### src/rtl/data_mem_resp_pkg.sv
// Shared types and constants for the multi-cycle data-memory responder.
package data_mem_resp_pkg;

    localparam int unsigned WordWidth         = 16;
    localparam int unsigned DefaultDepth      = 256;
    localparam int unsigned DefaultWaitStates = 2;
    localparam int unsigned CntWidth          = 3;

    typedef enum logic [1:0] {
        StIdle,
        StWait,
        StResp
    } state_e;

    // Full-width compare so upper address bits can never alias into the array.
    function automatic logic addr_in_range(input logic [WordWidth-1:0] addr,
                                           input int unsigned depth);
        return 32'(addr) < depth;
    endfunction

endpackage

### src/rtl/data_mem_resp_if.sv
// Request/response bundle between the MEM stage (master) and the responder (slave).
interface data_mem_resp_if;
    import data_mem_resp_pkg::*;

    logic                 req_valid;
    logic                 req_ready;
    logic                 req_write;
    logic [WordWidth-1:0] req_addr;
    logic [WordWidth-1:0] req_wdata;
    logic                 resp_valid;
    logic [WordWidth-1:0] resp_rdata;
    logic                 resp_err;
    logic                 busy;

    modport master (
        output req_valid, req_write, req_addr, req_wdata,
        input  req_ready, resp_valid, resp_rdata, resp_err, busy
    );

    modport slave (
        input  req_valid, req_write, req_addr, req_wdata,
        output req_ready, resp_valid, resp_rdata, resp_err, busy
    );

endinterface

### src/rtl/dm_array.sv
// Single-port synchronous RAM with registered read data; contents survive reset.
module dm_array #(
    parameter int unsigned DEPTH      = 256,
    parameter int unsigned WIDTH      = 16,
    parameter int unsigned ADDR_WIDTH = $clog2(DEPTH)
) (
    input  logic                  clk,
    input  logic                  we,
    input  logic                  re,
    input  logic [ADDR_WIDTH-1:0] addr,
    input  logic [WIDTH-1:0]      wdata,
    output logic [WIDTH-1:0]      rdata
);

    logic [WIDTH-1:0] mem_q [DEPTH];

    always_ff @(posedge clk) begin
        if (we) begin
            mem_q[addr] <= wdata;
        end
        if (re) begin
            rdata <= mem_q[addr];
        end
    end

endmodule

### src/rtl/data_mem_resp.sv
// Multi-cycle data-memory responder: accept, wait WAIT_STATES cycles, commit, pulse resp_valid.
module data_mem_resp
    import data_mem_resp_pkg::*;
#(
    parameter int unsigned DEPTH       = DefaultDepth,
    parameter int unsigned WAIT_STATES = DefaultWaitStates
) (
    input logic             clk,
    input logic             rst_n,
    data_mem_resp_if.slave  bus
);

    localparam int unsigned AddrWidth = $clog2(DEPTH);

    state_e               state_q;
    logic [CntWidth-1:0]  cnt_q;
    logic                 write_q;
    logic [WordWidth-1:0] addr_q;
    logic [WordWidth-1:0] wdata_q;
    logic                 req_ready_q;
    logic                 busy_q;
    logic                 resp_valid_q;
    logic                 resp_err_q;
    logic                 rdata_sel_q;

    logic                 accept;
    logic                 commit;
    logic                 c_write;
    logic                 c_in_range;
    logic [WordWidth-1:0] c_addr;
    logic [WordWidth-1:0] c_wdata;
    logic                 ram_we;
    logic                 ram_re;
    logic [WordWidth-1:0] ram_rdata;

    // With no wait states the commit happens on the accept edge, straight from the bus.
    always_comb begin
        accept = bus.req_valid && req_ready_q;
        if (WAIT_STATES == 0) begin
            commit  = accept;
            c_write = bus.req_write;
            c_addr  = bus.req_addr;
            c_wdata = bus.req_wdata;
        end else begin
            commit  = (state_q == StWait) && (cnt_q == CntWidth'(1));
            c_write = write_q;
            c_addr  = addr_q;
            c_wdata = wdata_q;
        end
        c_in_range = addr_in_range(c_addr, DEPTH);
        ram_we     = commit && c_write && c_in_range;
        ram_re     = commit && !c_write && c_in_range;
    end

    always_ff @(posedge clk or negedge rst_n) begin
        if (!rst_n) begin
            state_q      <= StIdle;
            cnt_q        <= '0;
            write_q      <= 1'b0;
            addr_q       <= '0;
            wdata_q      <= '0;
            req_ready_q  <= 1'b1;
            busy_q       <= 1'b0;
            resp_valid_q <= 1'b0;
            resp_err_q   <= 1'b0;
            rdata_sel_q  <= 1'b0;
        end else begin
            resp_valid_q <= 1'b0;
            unique case (state_q)
                StIdle, StResp: begin
                    if (accept) begin
                        write_q <= bus.req_write;
                        addr_q  <= bus.req_addr;
                        wdata_q <= bus.req_wdata;
                        if (WAIT_STATES == 0) begin
                            state_q      <= StResp;
                            resp_valid_q <= 1'b1;
                            req_ready_q  <= 1'b1;
                            busy_q       <= 1'b0;
                        end else begin
                            state_q     <= StWait;
                            cnt_q       <= CntWidth'(WAIT_STATES);
                            req_ready_q <= 1'b0;
                            busy_q      <= 1'b1;
                        end
                    end else begin
                        state_q     <= StIdle;
                        req_ready_q <= 1'b1;
                        busy_q      <= 1'b0;
                    end
                end
                StWait: begin
                    cnt_q <= cnt_q - 1'b1;
                    if (cnt_q == CntWidth'(1)) begin
                        state_q      <= StResp;
                        resp_valid_q <= 1'b1;
                        req_ready_q  <= 1'b1;
                        busy_q       <= 1'b0;
                    end
                end
                default: begin
                    state_q     <= StIdle;
                    req_ready_q <= 1'b1;
                    busy_q      <= 1'b0;
                end
            endcase
            // Response status only changes at commit, so it holds after the pulse.
            if (commit) begin
                resp_err_q  <= !c_in_range;
                rdata_sel_q <= !c_write && c_in_range;
            end
        end
    end

    dm_array #(
        .DEPTH      (DEPTH),
        .WIDTH      (WordWidth),
        .ADDR_WIDTH (AddrWidth)
    ) u_array (
        .clk   (clk),
        .we    (ram_we),
        .re    (ram_re),
        .addr  (c_addr[AddrWidth-1:0]),
        .wdata (c_wdata),
        .rdata (ram_rdata)
    );

    assign bus.req_ready  = req_ready_q;
    assign bus.busy       = busy_q;
    assign bus.resp_valid = resp_valid_q;
    assign bus.resp_err   = resp_err_q;
    assign bus.resp_rdata = rdata_sel_q ? ram_rdata : '0;

endmodule
### src/flat_wrapper.sv
// flat-port wrapper written by rule: the top's interface ports become plain ports
module data_mem_resp_flat import data_mem_resp_pkg::*;
#(
    parameter int unsigned DEPTH       = DefaultDepth,
    parameter int unsigned WAIT_STATES = DefaultWaitStates
)
  (clk, rst_n, bus_req_valid, bus_req_write, bus_req_addr, bus_req_wdata, bus_req_ready, bus_resp_valid, bus_resp_rdata, bus_resp_err, bus_busy);
  data_mem_resp_if bus_i ();
  input logic clk;
  input logic rst_n;
  input wire logic [$bits(bus_i.req_valid)-1:0] bus_req_valid;
  input wire logic [$bits(bus_i.req_write)-1:0] bus_req_write;
  input wire logic [$bits(bus_i.req_addr)-1:0] bus_req_addr;
  input wire logic [$bits(bus_i.req_wdata)-1:0] bus_req_wdata;
  output wire logic [$bits(bus_i.req_ready)-1:0] bus_req_ready;
  output wire logic [$bits(bus_i.resp_valid)-1:0] bus_resp_valid;
  output wire logic [$bits(bus_i.resp_rdata)-1:0] bus_resp_rdata;
  output wire logic [$bits(bus_i.resp_err)-1:0] bus_resp_err;
  output wire logic [$bits(bus_i.busy)-1:0] bus_busy;
  assign bus_i.req_valid = bus_req_valid;
  assign bus_i.req_write = bus_req_write;
  assign bus_i.req_addr = bus_req_addr;
  assign bus_i.req_wdata = bus_req_wdata;
  assign bus_req_ready = bus_i.req_ready;
  assign bus_resp_valid = bus_i.resp_valid;
  assign bus_resp_rdata = bus_i.resp_rdata;
  assign bus_resp_err = bus_i.resp_err;
  assign bus_busy = bus_i.busy;
  data_mem_resp #(.DEPTH(DEPTH), .WAIT_STATES(WAIT_STATES)) u_core (.clk(clk), .rst_n(rst_n), .bus(bus_i));
endmodule
### config.mk
export PLATFORM = sky130hd
export DESIGN_NAME = data_mem_resp_flat
export DESIGN_NICKNAME = d
export VERILOG_FILES = /design/src/rtl/data_mem_resp_pkg.sv /design/src/rtl/data_mem_resp_if.sv /design/src/rtl/dm_array.sv /design/src/rtl/data_mem_resp.sv /design/src/flat_wrapper.sv
export SDC_FILE = /design/constraint.sdc
export NUM_CORES = 2
export LEC_CHECK = 0
export CAP_MARGIN = 0
export CORE_UTILIZATION = 40
export DETAILED_ROUTE_END_ITERATION = 12
export GPL_TIMING_DRIVEN = 1
export PLACE_DENSITY_LB_ADDON = 0.3
export SYNTH_ARGS = -nofsm -noshare
export SYNTH_HDL_FRONTEND = slang
export SYNTH_SLANG_ARGS = --single-unit
### constraint.sdc
create_clock -name clk -period 11.6 [get_ports clk]
set_clock_uncertainty 0.15 [all_clocks]
set_input_delay 1.74 -clock clk [delete_from_list [all_inputs] [get_ports clk]]
set_output_delay 1.74 -clock clk [all_outputs]
set_load 0.01 [all_outputs]
# Yosys cells after proc, flatten, opt, wreduce, memory -nomap -nowiden
# Memory sizes are Yosys's and may differ from the RTL's. A register that Yosys moved wholly into a read port is not among the register bits.
# Index checks and enable logic that the tools add are counted.
# word_totals
ff_bits	43
latchBits	0
ram_bits	4096
mem_bits_ro	0
in_bits	36
output_inout_bits	20
wordCells	48
n_memories	1
# classes
addsub	1
multipliers	0
div_mod_pow	0
magnitude_cmp	1
n_eq_ne	5
n_shift	0
n_mux	16
bitwise	0
reduce_logical	14
# mem_list
name	words	word_bits	rd	rd_ports_with_merged_regs	wr	line_no	source
u_core.u_array.mem_q	256	16	1	1	1	dm_array.sv:15	logic [WIDTH-1:0] mem_q [DEPTH];
# op_table
cell	count
$lt A16 B9 Y1 const B	1
$mux W16	1
$mux W1	9
$logic_and A1 B1 Y1	7
$pmux W3 S2	1
$pmux W1 S2	2
$pmux W2 S2	1
$reduce_and A2 Y1	2
$eq A3 B1 Y1 const B	1
$mux W3	1
$sub A3 B1 Y3 const B	1
$eq A2 B1 Y1 const B	1
$eq A2 B2 Y1 const B	1
$logic_not A1 Y1	2
$logic_not A2 Y1	1
$mux W2	1
$ne A2 B1 Y1 const B	1
$ne A2 B2 Y1 const B	1
$reduce_bool A2 Y1	1
$reduce_or A2 Y1	1

# Logic depth before layout (Yosys ltp)
# logic_depth
depth_word	6
ltp_mapped	8
mapped_depth_nobuf	7

# Cells and area by module
# Synthesis repeated with hierarchy kept, for this count alone.
# hier_totals
cells_unflattened	6921
area_unflattened_um2	157344.7
# by_module_without_submodules
module	instances	cells_each	area_each_um2	seq_area_each_um2
dm_array	1	6727	155559.2	123478.4
data_mem_resp	1	194	1785.5	1052.3

# Worst setup path before layout
# OpenSTA, ideal clock, no wires.
# synth_path
kind	register -> register
from	reg u_core.wdata_q[0], in the netlist u_core.c_wdata[0]
to	mem u_core.u_array.mem_q[0][0], data pin
setup_ns	0.803
arrival_ns	3.179
required_time_ns	10.647
setup_slack_ns	7.468
stages_incl_launch_ff	1
n_path_buf	0
synth_period_minus_slack_ns	4.132
cell_sequence	dfrtp_1
# synth_lines
element	line_no	source
from (decl)	data_mem_resp.sv:19	logic [WordWidth-1:0] wdata_q;
from (signal assigned)	data_mem_resp.sv:74	wdata_q <= bus.req_wdata;
to (decl)	dm_array.sv:15	
# No word-level cell before the write port.

# Worst setup path in the final report
# layout_path
from	reg u_core.addr_q[1]
to	reg u_core.u_array.rdata[14], read port of u_core.u_array.mem_q, data pin
# layout_via
elab_chain_len	2
# layout_rtl
element	line_no	source
from (decl)	data_mem_resp.sv:18	logic [WordWidth-1:0] addr_q;
from (signal assigned)	data_mem_resp.sv:73	addr_q <= bus.req_addr;
$lt A16 B9 Y1	data_mem_resp_pkg.sv:18	return 32'(addr) < depth;
$logic_and A1 B1 Y1	data_mem_resp.sv:52	ram_re = commit && !c_write && c_in_range;
to (decl)	dm_array.sv:12	output logic [WIDTH-1:0] rdata
# Several ways; a longest one is shown, not always the timed one.
# A chain may end at the register's enable or synchronous reset.

==> results.yml <==
synth:
  yosysWarnings: 0
  synth_flop_cell: "edfxtp_1"
  netlist_area_um2: 157000
  synthCells: 6829
  synth_edf_count: 4112
  yosysUniqueCellTypes: 32
  syn_nets: 6867
  syn_avg_cell_area_um2: 23.0
  yosysSeqAreaShare: 0.793
  ys_ff_latch: 4154
  async_flop_share: 0.0101
placement:
  hpwl_mm: 231
  port_buffers: 55
  gp_congestion: 0.800
critical_path:
  worstSetupPathType: "reg2reg"
  cp.required_ps: 12030
  crit_arrival_ps: 6420
  startpoint_type: "flop"
  end_kind: "flop"
  cp_max_fo: 58
clock_tree:
  insertion_delay_ps: 970
  htree_levels: 5
  postCtsSetupBuffers: 0
  ctsRootBufferMaster: "clkbuf_16"
  ctsHoldBuffers: 0
  cts_sinks: 4154
  clockBufferDepth: 4
  clk_pin_slew_ps: 60
  cts_tree: "yes"
  cts_buffers: 414
  post_cts_resized: 0
timing:
  setup-tns-final_ps: 0
  setup_viol: 0
  finalCriticalPeriod_ps: 5990
  timing.fmax_mhz: 167
  hold_viol: 0
  tightest_slew_ps: 1620
  rsz0062_at_grt: "no"
  slew_headroom: -0.0799
  slew_viol_final: 146
  period_share: 0.516
outcome:
  outcome: "finished with violations"
  failed_checks: "max-capacitance violations, max-slew violations"
final_layout:
  fin_util: 0.460
  syn2layout_area_growth_pct: 14.1
  multiInputGateArea_um2: 31100
  register_area_um2: 125000
  drive_gt1_frac: 0.281
  fill_cells: 32000
  fin_nets: 7305
routing:
  drtPass1Iterations: 7
  drc: 0
  drt_iter0_drc: 9415
  totalWireLength_mm: 412
  vias_per_cell: 5.90
  vias: 75600
  postRouteAntennaNets: 0
  wl_per_cell_um: 32.1
grt:
  grt_first_pass_wirelength_mm: 580
  grt_util_all_layers: 0.205
  grt-ovfl-total: 0
  grt_max_degree: 217
  grt_pass1_vias: 75900
  grt_antenna_before_repair: 13
floorplan:
  die_h_um: 628
  io_pins: 56
  die_area_um2: 395000
  fp-row-count: 229
  die_x_um: 628
  initial_core_util: 0.403
  fp.coreArea_um2: 390000
flow_run:
  maxCapViolations: 2
pwr:
  ir_drop_mv: 0.257
  p_per_area_nw_per_um2: 251
  finalPower_uw: 44900
  p_leak_uw: 0.0546
min_path:
  hp-class: "reg2reg"
## critical path: stages, from the launching register on
cell and delay, ps:
dfrtp_4 910, buf_4 860, buf_4 800, mux4_2 450, a22oi_1 510, a21oi_1 240
o41ai_1 1140, nand4_1 410
## cell families (layout without fill, tap and decap cells)
family	after synthesis	count (layout)	share of synthesized area
fa+ha+maj	2	2	0.000159
flops	4154	4154	0.793
simple gates	354	354	0.00946
mux	1057	1057	0.149
xor+xnor	1	1	0.0000558
buf+inv	423	1205	0.0112
other cells	0	4	0
compound gates	838	838	0.0365
## state kept, by name, summed over array words and instances, names as in the netlist
signal                 cells
u_core.bus.resp_err        1
u_core.bus.resp_valid      1
u_core.addr_q             16
u_core.u_array.rdata      16
u_core.c_write             1
u_core.state_q             2
u_core.bus.req_ready       1
u_core.u_array.mem_q    4096
u_core.c_wdata            16
u_core.cnt_q               3
u_core.rdata_sel_q         1
## synthesized netlist by cell type, types with 2 or more instances
cell type  number  area share
a21oi_1       257      0.0082
nor3_1          4     0.00013
edfxtp_1     4112        0.79
ha_1            2     0.00016
mux2_2         33      0.0024
buf_4          11     0.00053
buf_1          29     0.00069
clkbuf_1      275      0.0066
buf_2         102      0.0033
a22oi_1       512       0.024
nor2b_1         7     0.00028
nand3_1         6     0.00019
o21ai_0         2    0.000064
inv_1           6     0.00014
nand2b_1        3     0.00012
o41ai_1        64      0.0036
nand4_1        17     0.00068
nor4_1          2    0.000080
mux4_2       1024        0.15
o21a_1          2    0.000096
nor2_1        260      0.0062
nand2_1        31     0.00074
and2_1         19     0.00076
dfrtp_1        41      0.0065
## layout by cell type (no fill, tap or decap), drive strengths merged, types with 2 or more instances in the layout
master	synthesis	layout
edfxtp	4112	4112
mux4	1024	1024
clkbuf	275	523
a22oi	512	512
buf	142	385
nor2	260	260
a21oi	257	257
clkinv	0	175
o41ai	64	64
clkdlybuf4s50	0	54
dfrtp	41	41
mux2	33	33
bufinv	0	31
nand2	31	31
clkinvlp	0	21
and2	19	19
nand4	17	17
inv	6	16
nor2b	7	7
nand3	6	6
diode	0	4
nor3	4	4
nand2b	3	3
nor4	2	2
o21ai	2	2
o21a	2	2
ha	2	2
## cell type report
cell class                      instances  share of cell area
Antenna cell                            4           0.0000559
Clock buffer                          523              0.0616
Clock inverter                        237              0.0122
Inverter                                6            0.000126
Multi-Input combinational cell       2252               0.173
Sequential cell                      4154               0.696
Tap cell                             5197              0.0363
Timing Repair Buffer                  439              0.0208
## per-stage QoR
stage / cells / instance area, um^2 / hold WS (ps) / setup WS [ps]
global placement: 12000 / 166000 / 304 / 4950
floorplan: 6829 / 157000 / 288 / 7470
CTS: 12800 / 179000 / 339 / 5630
detailed placement: 12000 / 166000 / 324 / 5610
finish: 12800 / 179000 / 339 / 5610
global route: 12800 / 179000 / 379 / 5580
## worst paths after layout
check | start | cells after the start | slack [ps] | endpoint
worst max-delay path | u_core.addr_q[1] | 7 | 5610 | u_core.u_array.rdata[14]
worst min-delay path | u_core.state_q[1] | 1 | 340 | u_core.state_q[1]
worst max register to register | u_core.addr_q[1] | 7 | 5610 | u_core.u_array.rdata[14]
worst min register to register | u_core.state_q[1] | 1 | 340 | u_core.state_q[1]
max in group asynchronous | rst_n | 1 | 9830 | u_core.c_wdata[15]
min in group asynchronous | rst_n | 1 | 720 | u_core.state_q[1]
## metal layers
layer  vias to the layer above  track usage  wire [um]
met5                         -            0         68
met4                        10       0.0595      12800
met3                       587       0.0370      33900
met2                      3415        0.332     199000
met1                     41400        0.285     166000
li1                      30300            -          -
## where the power goes
group | internal (uW) | switching, uW | leakage [uW]
Combinational | 4340 | 7850 | 0.0107
Clock | 7430 | 5650 | 0.00642
Sequential | 18900 | 728 | 0.0375
Total | 30700 | 14200 | 0.0546
(Power assumes the default switching activity.)
